===== src/rtl/cpu_ctrl.sv =====
// Multi-cycle accumulator CPU sequencer: FETCH/DECODE/EXEC/MEM control with
// a bounded memory-handshake wait, sticky error flags and a terminal HALT.
module cpu_ctrl #(
    parameter int MEM_TIMEOUT = 15
) (
    input  logic       clk,
    input  logic       clr,
    input  logic       run,
    input  logic [3:0] opcode,
    input  logic       zero,
    input  logic       mem_ready,
    output logic       pc_en,
    output logic       ir_en,
    output logic       acc_en,
    output logic       pc_sel,
    output logic       addr_sel,
    output logic       mem_rd,
    output logic       mem_wr,
    output logic [2:0] alu_op,
    output logic [2:0] state,
    output logic       busy,
    output logic       halted,
    output logic       err_ill,
    output logic       err_tmo
);
    typedef enum logic [2:0] {
        S_IDLE   = 3'd0,
        S_FETCH  = 3'd1,
        S_DECODE = 3'd2,
        S_EXEC   = 3'd3,
        S_MEM    = 3'd4,
        S_HALT   = 3'd6
    } state_t;

    localparam logic [3:0] OP_NOP = 4'h0, OP_LDA = 4'h1, OP_STA = 4'h2,
                           OP_ADD = 4'h3, OP_SUB = 4'h4, OP_AND = 4'h5,
                           OP_JMP = 4'h6, OP_JZ  = 4'h7, OP_HLT = 4'hF;
    localparam logic [7:0] TMO = 8'(MEM_TIMEOUT);

    state_t     cur;
    logic [7:0] cnt;

    assign state = cur;

    always_ff @(posedge clk or posedge clr) begin
        if (clr) begin
            cur     <= S_IDLE;
            cnt     <= '0;
            err_ill <= 1'b0;
            err_tmo <= 1'b0;
        end else begin
            case (cur)
                S_IDLE: if (run) begin
                    cur <= S_FETCH;
                    cnt <= '0;
                end
                // FETCH and MEM share the wait/timeout handling; completion wins over timeout
                S_FETCH, S_MEM: begin
                    if (mem_ready) begin
                        cur <= (cur == S_FETCH) ? S_DECODE : S_FETCH;
                        cnt <= '0;
                    end else if (cnt == TMO) begin
                        err_tmo <= 1'b1;
                        cur     <= S_HALT;
                    end else begin
                        cnt <= cnt + 8'd1;
                    end
                end
                S_DECODE: begin
                    cnt <= '0;
                    case (opcode)
                        OP_NOP:                                 cur <= S_FETCH;
                        OP_LDA, OP_STA:                         cur <= S_MEM;
                        OP_ADD, OP_SUB, OP_AND, OP_JMP, OP_JZ:  cur <= S_EXEC;
                        OP_HLT:                                 cur <= S_HALT;
                        default: begin
                            err_ill <= 1'b1;
                            cur     <= S_FETCH;
                        end
                    endcase
                end
                S_EXEC: begin
                    cur <= S_FETCH;
                    cnt <= '0;
                end
                S_HALT: cur <= S_HALT;
                default: cur <= S_IDLE;
            endcase
        end
    end

    always_comb begin
        pc_en    = 1'b0;
        ir_en    = 1'b0;
        acc_en   = 1'b0;
        pc_sel   = 1'b0;
        addr_sel = 1'b0;
        mem_rd   = 1'b0;
        mem_wr   = 1'b0;
        alu_op   = 3'b000;
        busy     = (cur == S_FETCH) || (cur == S_DECODE) || (cur == S_EXEC) || (cur == S_MEM);
        halted   = (cur == S_HALT);
        case (cur)
            S_FETCH: begin
                mem_rd = 1'b1;
                if (mem_ready) begin
                    ir_en = 1'b1;
                    pc_en = 1'b1;
                end
            end
            S_EXEC: begin
                case (opcode)
                    OP_ADD: begin acc_en = 1'b1; alu_op = 3'b001; end
                    OP_SUB: begin acc_en = 1'b1; alu_op = 3'b010; end
                    OP_AND: begin acc_en = 1'b1; alu_op = 3'b011; end
                    OP_JMP: begin pc_en = 1'b1;  pc_sel = 1'b1;   end
                    OP_JZ:  begin pc_en = zero;  pc_sel = 1'b1;   end
                    default: ;
                endcase
            end
            // Anything other than STA in MEM is treated as a read so the strobes stay exclusive
            S_MEM: begin
                addr_sel = 1'b1;
                if (opcode == OP_STA) begin
                    mem_wr = 1'b1;
                end else begin
                    mem_rd = 1'b1;
                    acc_en = mem_ready;
                end
            end
            default: ;
        endcase
    end
endmodule


===== config.mk =====
export PLATFORM = sky130hd
export DESIGN_NAME = cpu_ctrl
export DESIGN_NICKNAME = d
export VERILOG_FILES = /design/src/rtl/cpu_ctrl.sv
export SDC_FILE = /design/constraint.sdc
export NUM_CORES = 1
export LEC_CHECK = 0
export CAP_MARGIN = 20
export CORE_UTILIZATION = 48
export DETAILED_ROUTE_END_ITERATION = 6
export PLACE_DENSITY = 0.84
export SYNTH_ARGS = -nofsm -noshare
export SYNTH_HDL_FRONTEND = slang
export SYNTH_SLANG_ARGS = --single-unit

===== constraint.sdc =====
create_clock -name clk -period 1.8 [get_ports clk]
set_input_delay 0.36 -clock clk [delete_from_list [all_inputs] [get_ports clk]]
set_output_delay 0.36 -clock clk [all_outputs]
set_load 0.02 [all_outputs]

==> flow_summary.html <==
<table>
<tr><th>Metric</th><th>Value</th></tr>
<tr><th colspan="2">STA</th></tr>
<tr><td>Clock skew after layout</td><td>0.00218 ns</td></tr>
<tr><td>Number of endpoints failing setup at the final stage</td><td>3</td></tr>
<tr><td>Number of slew-limit violations in the final report</td><td>0</td></tr>
<tr><td>Unrepaired setup endpoints after global routing</td><td>true</td></tr>
<tr><td>Max Clk Rate</td><td>534 MHz</td></tr>
<tr><td>Final Critical Period</td><td>1.87 ns</td></tr>
<tr><td>Fin crit share</td><td>1.04</td></tr>
<tr><td>Hold Fails Final Rpt</td><td>0</td></tr>
<tr><td>Crit path setup slack, layout</td><td>-0.0725 ns</td></tr>
<tr><th colspan="2">Clocking</th></tr>
<tr><td>Number of hold-repair buffers added at the cts stage</td><td>0</td></tr>
<tr><td>Clock slew seen by the registers of the worst setup and hold paths</td><td>0.08 ns</td></tr>
<tr><td>Clock tree from TritonCTS</td><td>built</td></tr>
<tr><td>Clock sink count</td><td>13</td></tr>
<tr><td>Clock latency reported for the late side of the worst-skew pair</td><td>0.28 ns</td></tr>
<tr><td>H-tree depth</td><td>1</td></tr>
<tr><td>Maximum number of buffers from clock root to sink</td><td>2</td></tr>
<tr><td>Cell at the root of the clock tree</td><td>sky130_fd_sc_hd__clkbuf_4</td></tr>
<tr><td>Cts bufs inserted</td><td>3</td></tr>
<tr><th colspan="2">Critical path</th></tr>
<tr><td>CP arrival</td><td>1.51 ns</td></tr>
<tr><td>Reg2Reg Launch Point</td><td>state[2]</td></tr>
<tr><td>Category of the worst setup path capture point</td><td>output pin</td></tr>
<tr><td>Sort of element at the start of the critical path</td><td>register</td></tr>
<tr><td>Data required time of the worst path</td><td>1.44 ns</td></tr>
<tr><td>Worst-case register-to-register setup slack</td><td>0.02 ns</td></tr>
<tr><td>Worst setup path category</td><td>register to output pin</td></tr>
<tr><td>Endpoint of the lowest-slack register-to-register path</td><td>cnt[3]</td></tr>
<tr><td>Number of cells on the worst reg-to-reg path</td><td>6</td></tr>
<tr><td>Crit path from</td><td>state[2]</td></tr>
<tr><td>Critical-path maximum fanout</td><td>4</td></tr>
<tr><th colspan="2">Power</th></tr>
<tr><td>Max IR drop VDD</td><td>0.000893 V</td></tr>
<tr><td>P per Cell Area</td><td>1240 nW/um^2</td></tr>
<tr><td>LEAKAGE</td><td>0.730 nW</td></tr>
<tr><th colspan="2">Logic synthesis</th></tr>
<tr><td>Flops &amp; latches, synth</td><td>13</td></tr>
<tr><td>Sequential-to-total area share from yosys stat</td><td>0.322</td></tr>
<tr><td>Post-synthesis cell type with the largest combined area</td><td>sky130_fd_sc_hd__dfrtp_1</td></tr>
<tr><td>Mapped Nets</td><td>123</td></tr>
<tr><td>Cells after synthesis</td><td>113</td></tr>
<tr><td>Warnings, synthesis</td><td>0</td></tr>
<tr><td>Synth cell types</td><td>49</td></tr>
<tr><td>Average cell area after synthesis</td><td>8.95 um^2</td></tr>
<tr><td>Most area-consuming cells after synthesis</td><td>sky130_fd_sc_hd__dfrtp_1, sky130_fd_sc_hd__nand3_1, sky130_fd_sc_hd__a21o_1, sky130_fd_sc_hd__nand2_1, sky130_fd_sc_hd__nand2b_1</td></tr>
<tr><td>Area share of the largest cell type after synthesis</td><td>0.322</td></tr>
<tr><td>Async set-or-reset flop fraction in the synthesized netlist</td><td>1.00</td></tr>
<tr><td>Most used DFF post-synth</td><td>sky130_fd_sc_hd__dfrtp_1</td></tr>
<tr><td>Number of enable-type register cells in the synthesized netlist</td><td>0</td></tr>
<tr><td>Combined area of all synthesized cells</td><td>1010 um^2</td></tr>
<tr><th colspan="2">Routing</th></tr>
<tr><td>Total wire length</td><td>2960 um</td></tr>
<tr><td>Via density</td><td>5.68</td></tr>
<tr><td>First drt pass iteration count</td><td>4</td></tr>
<tr><td>First-iteration detailed-routing DRC count</td><td>27</td></tr>
<tr><td>ANT nets after route</td><td>0</td></tr>
<tr><td>Vias</td><td>1096</td></tr>
<tr><td>Post-DR wirelength/cell</td><td>15.3 um</td></tr>
<tr><td>Remaining DRCs</td><td>0</td></tr>
<tr><th colspan="2">GRT</th></tr>
<tr><td>Initial antenna violation count</td><td>0</td></tr>
<tr><td>GR Util All Layers</td><td>0.299</td></tr>
<tr><td>Largest net degree at the start of global routing</td><td>14</td></tr>
<tr><td>Total global routing overflow</td><td>0</td></tr>
<tr><td>Wire length of the first global-routing pass</td><td>4680 um</td></tr>
<tr><td>Number of global-route vias before repair</td><td>989</td></tr>
<tr><th colspan="2">Placed design</th></tr>
<tr><td>Placed Instances</td><td>188</td></tr>
<tr><td>Worst Setup Slack post-DPL</td><td>-0.757 ns</td></tr>
<tr><td>Number of buffer cells added on primary ports</td><td>24</td></tr>
<tr><td>Placer Congestion</td><td>0.792</td></tr>
<tr><td>Detailed placement HPWL</td><td>2230 um</td></tr>
<tr><th colspan="2">Hold path</th></tr>
<tr><td>HP Class</td><td>input port to asynchronous set/reset pin</td></tr>
<tr><th colspan="2">Status</th></tr>
<tr><td>Failing checks</td><td>setup timing</td></tr>
<tr><td>Status</td><td>finished with violations</td></tr>
<tr><th colspan="2">Final layout</th></tr>
<tr><td>Number of standard cells in the layout, taps in and fillers out</td><td>193</td></tr>
<tr><td>Commonest cells after routing, fill and taps aside</td><td>sky130_fd_sc_hd__buf_4, sky130_fd_sc_hd__dfrtp_1, sky130_fd_sc_hd__nand3_1, sky130_fd_sc_hd__nand2_1, sky130_fd_sc_hd__clkdlybuf4s50_1</td></tr>
<tr><td>Number of filler cells placed in the layout</td><td>141</td></tr>
<tr><td>Most common cell after layout, fill and taps aside</td><td>sky130_fd_sc_hd__buf_4</td></tr>
<tr><td>Final antenna diode count</td><td>0</td></tr>
<tr><td>Total Nets Final</td><td>177</td></tr>
<tr><td>Multi-input logic area</td><td>719 um^2</td></tr>
<tr><td>Sequential cell area</td><td>327 um^2</td></tr>
<tr><td>Area growth from synthesis to layout</td><td>53.0%</td></tr>
<tr><td>Layout cells sized above 1</td><td>0.452</td></tr>
<tr><td>Post-route core utilization</td><td>0.788</td></tr>
<tr><th colspan="2">Floorplan</th></tr>
<tr><td>Site row count</td><td>16</td></tr>
<tr><td>CORE AREA</td><td>1960 um^2</td></tr>
<tr><td>Width of the die</td><td>47.9 um</td></tr>
<tr><td>I/O pin count</td><td>26</td></tr>
<tr><td>Initial Utilization</td><td>0.515</td></tr>
<tr><td>Floorplan die area</td><td>2290 um^2</td></tr>
<tr><td>DIE HEIGHT</td><td>47.9 um</td></tr>
<tr><th colspan="2">Job</th></tr>
<tr><td>Count of max-cap constraint violations</td><td>0</td></tr>
</table>
[worst max-delay path by stage]
stage                   to  cells past startpoint
detailed placement  acc_en                      4
floorplan            pc_en                      5
global placement    acc_en                      4
finish               pc_en                      5
global route         pc_en                      5
CTS                  pc_en                      5
[area by class of cell]
class,instances,share of cell area
inverters,5,0.0121
multi-input cells,90,0.465
clock buffers,4,0.0170
flip-flops and latches,13,0.211
repair buffers,54,0.273
well taps,27,0.0218
[where the power goes]
part	internal [mW]	total (mW)	switching, mW
Sequential	0.343	0.391	0.0480
Clock	0.0862	0.183	0.0964
Combinational	0.655	1.34	0.682
Total	1.08	1.91	0.827
[per-stage QoR]
| step | power [mW] | instance area, um^2 | setup TNS (ns) | hold WS (ns) |
|---|---|---|---|---|
| final | 1.91 | 1550 | -0.0930 | 0.398 |
| after global routing | 2.03 | 1550 | -0.657 | 0.459 |
| after CTS | 1.82 | 1500 | -0.0996 | 0.406 |
| after detailed placement | 1.64 | 1490 | -7.06 | 0.456 |
| after global placement | 1.59 | 1490 | -6.55 | 0.450 |
| after floorplan | 1.12 | 1050 | -0.00871 | 0.237 |
[registers in the layout (all words and copies together), names as in the netlist]
signal	cells
err_ill	1
err_tmo	1
state	3
cnt	8
[synth_stat cells (all sizes together) (2+ instances only)]
cell type and n:
nand2b 4, or4 4, nor3b 2, or2 5, nor3 2, a21o 6
inv 5, nand2 8, and3 3, a21boi 4, nor4 2, o21ai 6
nand4 2, o31ai 3, nor2 6, or4b 2, buf 4, xnor2 2
nand3 9, dfrtp 13, a21oi 3, or3 2, a32o 2
[kinds of logic (layout without fill, tap and decap cells)]
| kind of cell | after synthesis | in the layout | share of synthesized area |
|---|---|---|---|
| simple gates | 54 | 54 | 0.333 |
| compound gates | 29 | 29 | 0.209 |
| flops | 13 | 13 | 0.322 |
| buf+inv | 10 | 63 | 0.0668 |
| xor+xnor | 3 | 3 | 0.0334 |
| fa+ha+maj | 2 | 2 | 0.0223 |
| other cells | 1 | 1 | 0.00371 |
| mux | 1 | 1 | 0.00990 |
[metal layers]
metal,vias to the layer above,global-route usage,share of wire
li1,526,-,-
met1,527,0.409,0.44
met2,41,0.473,0.50
met3,2,0.0755,0.052
met4,0,0.0667,0.0078
met5,-,0,0
[critical path: stages, from the launching register on]
cell                       delay (ns)
sky130_fd_sc_hd__dfrtp_2         0.41
sky130_fd_sc_hd__nand2b_4        0.16
sky130_fd_sc_hd__nor3b_4         0.22
sky130_fd_sc_hd__and3_4          0.22
sky130_fd_sc_hd__a21o_1          0.12
sky130_fd_sc_hd__buf_6           0.11
[timing repair]
action | 4_1_cts | 5_1_grt
endpoints found under the hold margin | 0 | 0
setup endpoints to repair | 13 | 14
setup buffers | 0 | 1
pin swaps | 5 | 7
gates resized for setup | 68 | 14
(Power assumes the default switching activity.)
